--- src/rtl/divide_re.sv ---
// divide_re: sequential signed fractional divider, d_re = trunc(a_re * 2^WIDTH / b_re).
// Uses restoring shift-subtract division on magnitudes, one quotient bit per cycle.
// Results that cannot fit the signed range are clamped, and the sat/div_zero flags are set.
module divide_re #(
  parameter int WIDTH = 16
) (
  input  logic             clock,
  input  logic             reset,
  input  logic             in_valid,
  output logic             in_ready,
  input  logic [WIDTH-1:0] a_re,
  input  logic [WIDTH-1:0] b_re,
  output logic             out_valid,
  input  logic             out_ready,
  output logic [WIDTH-1:0] d_re,
  output logic             sat,
  output logic             div_zero
);

  typedef enum logic [1:0] {IDLE, CALC, DONE} state_t;

  localparam logic [WIDTH-1:0] MAX_POS = {1'b0, {(WIDTH-1){1'b1}}};
  localparam logic [WIDTH-1:0] MIN_NEG = {1'b1, {(WIDTH-1){1'b0}}};

  state_t state, state_next;

  logic [WIDTH:0]   a_ext, b_ext, mag_a, mag_b;
  logic [WIDTH+1:0] twice_a, mag_b_wide;
  logic             res_neg, b_zero, ovf, sat_in;

  logic [WIDTH-1:0] cnt;
  logic [WIDTH-1:0] rem;
  logic [WIDTH:0]   divisor;
  logic [WIDTH-1:0] quo;
  logic             neg;

  logic [WIDTH:0]   rem_sh;
  logic             fits;
  logic [WIDTH-1:0] quo_next, quo_signed;

  // Decode the incoming pair: magnitudes one bit wider so the most negative value does not wrap.
  always_comb begin
    a_ext      = {a_re[WIDTH-1], a_re};
    b_ext      = {b_re[WIDTH-1], b_re};
    mag_a      = a_ext[WIDTH] ? -a_ext : a_ext;
    mag_b      = b_ext[WIDTH] ? -b_ext : b_ext;
    b_zero     = (b_re == '0);
    res_neg    = a_re[WIDTH-1] ^ b_re[WIDTH-1];
    twice_a    = {mag_a, 1'b0};
    mag_b_wide = {1'b0, mag_b};
    ovf        = b_zero || (twice_a >= mag_b_wide);
    sat_in     = b_zero || (twice_a > mag_b_wide) || ((twice_a == mag_b_wide) && !res_neg);
  end

  // One restoring step: shift the remainder, subtract the divisor if it fits, shift in the bit.
  always_comb begin
    rem_sh     = {rem, 1'b0};
    fits       = (rem_sh >= divisor);
    quo_next   = (quo << 1) | WIDTH'(fits);
    quo_signed = neg ? -quo_next : quo_next;
  end

  // State register.
  always_ff @(posedge clock) begin
    if (reset) state <= IDLE;
    else       state <= state_next;
  end

  // Next-state logic and handshake outputs.
  always_comb begin
    state_next = state;
    in_ready   = 1'b0;
    out_valid  = 1'b0;
    case (state)
      IDLE: begin
        in_ready = !reset;
        if (in_valid) state_next = ovf ? DONE : CALC;
      end
      CALC: begin
        if (cnt == WIDTH'(1)) state_next = DONE;
      end
      DONE: begin
        out_valid = 1'b1;
        if (out_ready) state_next = IDLE;
      end
      default: state_next = IDLE;
    endcase
  end

  // Datapath: capture operands on acceptance, iterate in CALC, hold the result through DONE.
  always_ff @(posedge clock) begin
    if (reset) begin
      cnt      <= '0;
      rem      <= '0;
      divisor  <= '0;
      quo      <= '0;
      neg      <= 1'b0;
      d_re     <= '0;
      sat      <= 1'b0;
      div_zero <= 1'b0;
    end else begin
      case (state)
        IDLE: begin
          if (in_valid) begin
            neg      <= res_neg;
            divisor  <= mag_b;
            rem      <= WIDTH'(mag_a);
            quo      <= '0;
            sat      <= sat_in;
            div_zero <= b_zero;
            if (ovf) begin
              d_re <= res_neg ? MIN_NEG : MAX_POS;
              cnt  <= '0;
            end else begin
              cnt  <= WIDTH'(WIDTH);
            end
          end
        end
        CALC: begin
          rem <= fits ? WIDTH'(rem_sh - divisor) : WIDTH'(rem_sh);
          quo <= quo_next;
          cnt <= cnt - WIDTH'(1);
          if (cnt == WIDTH'(1)) d_re <= quo_signed;
        end
        default: ;
      endcase
    end
  end

endmodule

--- config.mk ---
export PLATFORM = sky130hd
export DESIGN_NAME = divide_re
export DESIGN_NICKNAME = d
export VERILOG_FILES = /design/src/rtl/divide_re.sv
export SDC_FILE = /design/constraint.sdc
export NUM_CORES = 1
export LEC_CHECK = 0
export BUFFER_PORTS_ARGS = -buffer_cell sky130_fd_sc_hd__buf_4
export CAP_MARGIN = 20
export CORE_MARGIN = 4
export CORE_UTILIZATION = 65
export CTS_CLUSTER_DIAMETER = 150
export CTS_CLUSTER_SIZE = 25
export DETAILED_ROUTE_END_ITERATION = 6
export HOLD_SLACK_MARGIN = 0.05
export PLACE_DENSITY = 0.83
export REMOVE_ABC_BUFFERS = 1
export SLEW_MARGIN = 25
export SYNTH_ARGS = -nofsm -noshare
export SYNTH_HDL_FRONTEND = slang
export SYNTH_SLANG_ARGS = --single-unit
--- constraint.sdc ---
create_clock -name clock -period 11.2 [get_ports clock]
set_input_delay 1.68 -clock clock [delete_from_list [all_inputs] [get_ports clock]]
set_output_delay 1.68 -clock clock [all_outputs]
set_load 0.02 [all_outputs]
**Yosys cells after proc, flatten, opt, wreduce, memory -nomap -nowiden**

Cells that the tools add are included.

- Bits in writable memories: 0
- Output and inout bits: 20
- Bits in latches: 0
- Bits in read-only memories: 0
- Input port bits: 36
- Memories: 0
- Bits in registers: 85

- Order comparisons: 3
- Reductions and logical operators: 13
- Multiplexer cells: 23
- Bitwise operators: 2
- Add/sub/neg operators: 5
- Shift-type cells: 0
- Div/mod/pow operators: 0
- Multiply operators: 0
- Equal/unequal tests: 8

Operators with widths:

| cell | count |
|---|---|
| two-way mux 16 bit | 8 |
| case mux 16 bit (2 select lines) | 3 |
| two-way mux 17 bit | 2 |
| negator 17 bit | 2 |
| case mux 15 bit (2 select lines) | 1 |
| equality test 18 x 17 -> 1 bit | 1 |
| greater-or-equal comparator 18 x 17 -> 1 bit | 1 |
| greater-than comparator 18 x 17 -> 1 bit | 1 |
| greater-or-equal comparator 17 bit | 1 |
| equality test 16 x 1 -> 1 bit, second input constant | 1 |
| logical NOT 16 bit | 1 |
| negator 16 bit | 1 |
| OR 16 x 1 -> 16 bit | 1 |
| subtractor 16 x 1 -> 16 bit, second input constant | 1 |
| subtractor 16 bit | 1 |
| two-way mux 15 bit | 1 |
| two-way mux 2 bit | 4 |
| inequality test 2 bit, second input constant | 4 |
| case mux 2 bit (3 select lines) | 1 |
| two-way mux 5 bit | 1 |
| AND reduction 2 bit | 2 |
| AND reduction 4 bit | 1 |
| logical OR 1 bit | 3 |
| AND reduction 3 bit | 1 |
| 8 further kinds | 10 |

**Logic depth before layout (Yosys ltp)**

- Depth after elaboration: 7
- Mapped depth: 18

**Worst setup path after synthesis**

No wires, ideal clock.

- Path type: input to register
- Start: input port b_re[3]
- End: register d_re[10]
- Cell stages on the path: 16
- Required time: 11072 ps
- Slack: 6142 ps
- Path buffers: 2
- Data arrival time: 4930 ps
- Library setup time: 128 ps
- Cell sequence: or4_1 or2_2 nor2_1 nand3b_1 o31ai_1 xor2_1 ha_1 and4_1 nand3_1 a21oi_1 or3_1 o31ai_2 buf_6 buf_6 mux2i_1 nor2_1

- Cells in the longest elaborated chain, start to end: 6

Ends and longest elaborated chain:

| item | RTL line | source |
|---|---|---|
| start: declaration | 12 | `input logic [WIDTH-1:0] b_re,` |
| negator 17 bit | 46 | `mag_b = b_ext[WIDTH] ? -b_ext : b_ext;` |
| two-way mux 17 bit | 46 |  |
| greater-or-equal comparator 18 x 17 -> 1 bit | 51 | `ovf = b_zero \|\| (twice_a >= mag_b_wide);` |
| logical OR 1 bit * | 51 |  |
| inequality test 2 bit (no source line) * | n/a |  |
| AND reduction 4 bit (no source line) * | n/a |  |
| end signal: assignment | 112 | `d_re <= res_neg ? MIN_NEG : MAX_POS;` |
| end signal: assignment | 123 | `if (cnt == WIDTH'(1)) d_re <= quo_signed;` |
| end: declaration | 15 | `output logic [WIDTH-1:0] d_re,` |

Mark *: on every way between the ends. The rest lies on a longest branch, timed or not.
A chain may end at the register's enable or synchronous reset.

**Worst setup path after layout**

- Start: input port b_re[3]
- End: register d_re[5]

The elaborated chain is that of the path after synthesis.

==> results.tsv <==
stage	metric	value	unit
clock_tree	CTS-repair resized insts	0	
grt	gr usage total	28.5	%
synthesis	synth warn	0	
critical_path	CP max-delay cell	o31ai_4	
floorplanning	initial core utilization	66.2	%
synthesis	post-synth top area cell	dfxtp_1	
place	HPWL Detailed	10.7	mm
timing	Worst Hold Slack	0.456	ns
critical_path	Buf+Inv Stages, Crit Path	2	
timing	final-report hold violation count	0	
synthesis	Gate Count Post-Synth	738	
floorplanning	Rows	34	
timing	sum of negative setup slack	0	ns
route	DR iter-0 viols	375	
power	leak pwr	0.00259	uW
route	first drt pass iteration count	5	
synthesis	Synth area leaders	dfxtp_1 (30%), ha_1 (8.3%), nor2_1 (5.6%)	
floorplanning	die width	102	microns
clock_tree	Max H-tree Level	3	
worst_hold_path	Worst Hold Launch	d_re[0]$_SDFFE_PP0P_	
floorplanning	Die Y	102	microns
critical_path	stages on the worst setup path	16	
floorplanning	die area	0.0104	sq mm
clock_tree	CTS tree	yes	
synthesis	Mapped Avg Cell Area	7.79	sq um
critical_path	r2r setup slk	7.02	ns
critical_path	Worst Setup Start Kind	primary input	
critical_path	CP Data Required Time	11.44	ns
place	port buffer count	55	
grt	first-pass GRT wire length	24.2	mm
clock_tree	CTS sink count	85	
critical_path	critical path arrival	5.57	ns
critical_path	most used cell, CP	or3_1	
timing	Slew @ Worst Pin	0.786	ns
critical_path	CP delay by family, top	simple AND/OR/NAND/NOR gates	
synthesis	share of the synthesized area in the top cell type	29.6	%
place	GPL Wtd Cong	0.922	
power	power consumption	1100	uW
synthesis	top_reg_cell synth	dfxtp_1	
route	DRC	0	
route	WL/cell	16.8	microns
route	total number of vias	5546	
critical_path	R2R depth	16	
synthesis	register bit total from synthesis	85	
clock_tree	Post-CTS Setup Inserts	0	
cells_and_area	# diodes	0	
grt	total congestion overflow	0	
cells_and_area	nets@finish	838	
worst_hold_path	worst hold path type	flop to flop	
clock_tree	Clock Pin Slew Worst Setup and Hold Paths	0.08	ns
power	PD cells	172	mW/mm^2
worst_hold_path	Hold Path Cell Cnt	2	
critical_path	critical path capture point type	flop	
timing	clk_skew	0.0118	ns
critical_path	RR Startpoint	divisor[13]$_SDFFE_PP0P_	
worst_hold_path	Hold EP	d_re[0]$_SDFFE_PP0P_	
job	Max-Cap Viols	0	
clock_tree	Clock Latency Late Sink	0.36	ns
timing	Fmax	0.188	GHz
grt	largest net degree at the start of global routing	54	
critical_path	RR Endpoint	d_re[10]$_SDFFE_PP0P_	
clock_tree	Max Root-Sink Buffers	2	
clock_tree	CTS buffer count	9	
outcome	outcome	finished, final reports clean	
grt	initial antenna violation count	0	
floorplanning	io pins	56	
cells_and_area	Area Growth Syn to Fin	11.6	%
synthesis	EDFF count, synth	0	
timing	# setup viols final	0	
clock_tree	Root Buffer	clkbuf_8	
route	via density per instance	6.33	
synthesis	post-synth cell types	59	
critical_path	Setup CP Type	primary input to flop	
route	Routed WL	14.7	mm
timing	Max transition margin	47.6	%
route	post-route ant nets	0	
grt	vias in the first global route	5275	
synthesis	sequential-to-total area share from yosys stat	29.6	%
floorplanning	Core ar.	0.00868	sq mm
critical_path	CP Max Fanout	23	
critical_path	crit-path cells	buf_4, or4_1, or2_2, nor2_1, nand3b_1, o31ai_1, xor2_1, ha_1, and4_1, nand3_1, a21oi_1, or3_1, o31ai_4, buf_6, or3_1, o211ai_1	
synthesis	Netlist Area Pre-Place	0.00575	sq mm
critical_path	slowest cell delay on critical path	0.57	ns
timing	RSZ-0062 raised after global routing	no	
power	Worst VDD drop	0.0899	mV
synthesis	ys async rst share	0	%
timing	Final Critical Period	5.33	ns
clock_tree	cts hold-fix bufs	0	
cells_and_area	layout cells sized above 1	12.6	%
timing	Slew Limit Fails	0	
timing	Tcrit/Tclk final	47.6	%
registers in the layout (all words and copies together), names as in the netlist:
name,flops
rem,16
neg,1
div_zero,1
state,2
divisor,17
cnt,16
d_re,16
quo,15
sat,1
layer usage:
layer / track usage [%] / up-vias / share of wire, %
li1: - / 2707 / -
met3: 4.16 / 41 / 6.0
met2: 48.7 / 219 / 48
met4: 10.8 / 0 / 2.8
met1: 36.5 / 2579 / 43
met5: 0 / - / 0
cell type report:
| type | count | area, sq um |
|---|---|---|
| clock buffers | 11 | 141 |
| clock inverters | 5 | 106 |
| flip-flops and latches | 85 | 1700 |
| multi-input cells | 580 | 3770 |
| repair buffers | 60 | 454 |
| inverters | 27 | 101 |
| fillers | 701 | 2270 |
| well taps | 108 | 135 |
power by group:
group          total (uW)  internal, uW  leakage (uW)  switching (uW)
logic                 472           186       0.00178             286
registers             363           334      0.000695            29.4
clock network         268           155      0.000120             113
stage by stage:
step	worst slack (ns)	util [%]	cell area, sq um	instances
3_5_place_dp	5.50	71.0	6160	860
6_report	5.87	73.9	6410	876
3_3_place_gp	5.37	70.8	6150	859
2_1_floorplan	5.45	-	5550	692
5_1_grt	5.56	73.9	6410	876
4_1_cts	5.88	73.8	6410	876
synthesized netlist by cell type, drive strengths merged (9+ instances only):
master and number:
xor2 22, or4 10, dfxtp 85, o31ai 12, a22oi 15, or3 16
a211o 9, xnor2 33, a21o 9, inv 27, buf 9, ha 38
nand2b 11, nor2b 9, nor3 19, nor2 86, clkbuf 37, a211oi 19
a21oi 44, o21ai 45, nand2 73, nand3 9, or2 12
cells by family after synthesis:
| family | Yosys count | synth area share [%] |
|---|---|---|
| AND/OR/NAND/NOR | 271 | 22.6 |
| AO/OA/AOI/OAI | 207 | 24.3 |
| flip-flops | 85 | 29.6 |
| buffers and inverters | 73 | 5.16 |
| XOR/XNOR | 55 | 8.38 |
| adder cells (fa/ha/maj) | 39 | 8.62 |
| multiplexers | 7 | 1.22 |
| other | 1 | 0.0653 |
worst register-to-register path, delay by kind of cell, from the launching register on:
kind | cells | cell delay [ns]
DFF | 1 | 0.35
AOI/OAI and AO/OA | 5 | 1.35
xor gates and xnor gates | 1 | 0.19
adders and majority gates | 2 | 0.64
and+or+nand+nor | 5 | 0.94
buffers and inverters | 2 | 0.45
muxes | 1 | 0.14
cells in the final DEF, fill, tap and decap left out, drive strengths merged, types with 8 or more instances in the layout:
master,n
a211o,9
a211oi,19
a21o,9
a21oi,44
a22oi,15
buf,60
clkbuf,11
dfxtp,85
ha,38
inv,28
nand2,73
nand2b,11
nand3,9
nor2,86
nor2b,9
nor3,19
o211ai,8
o21ai,45
o31ai,12
or2,12
or3,16
or4,10
xnor2,33
xor2,22
how the worst max path moves through the flow:
stage / to / start
final: d_re[5]$_SDFFE_PP0P_ / b_re[3]
after detailed placement: d_re[5]$_SDFFE_PP0P_ / b_re[3]
after floorplan: d_re[5]$_SDFFE_PP0P_ / b_re[3]
after global placement: d_re[10]$_SDFFE_PP0P_ / b_re[3]
after CTS: d_re[5]$_SDFFE_PP0P_ / b_re[3]
after global routing: d_re[11]$_SDFFE_PP0P_ / b_re[3]
(Power assumes the default switching activity.)
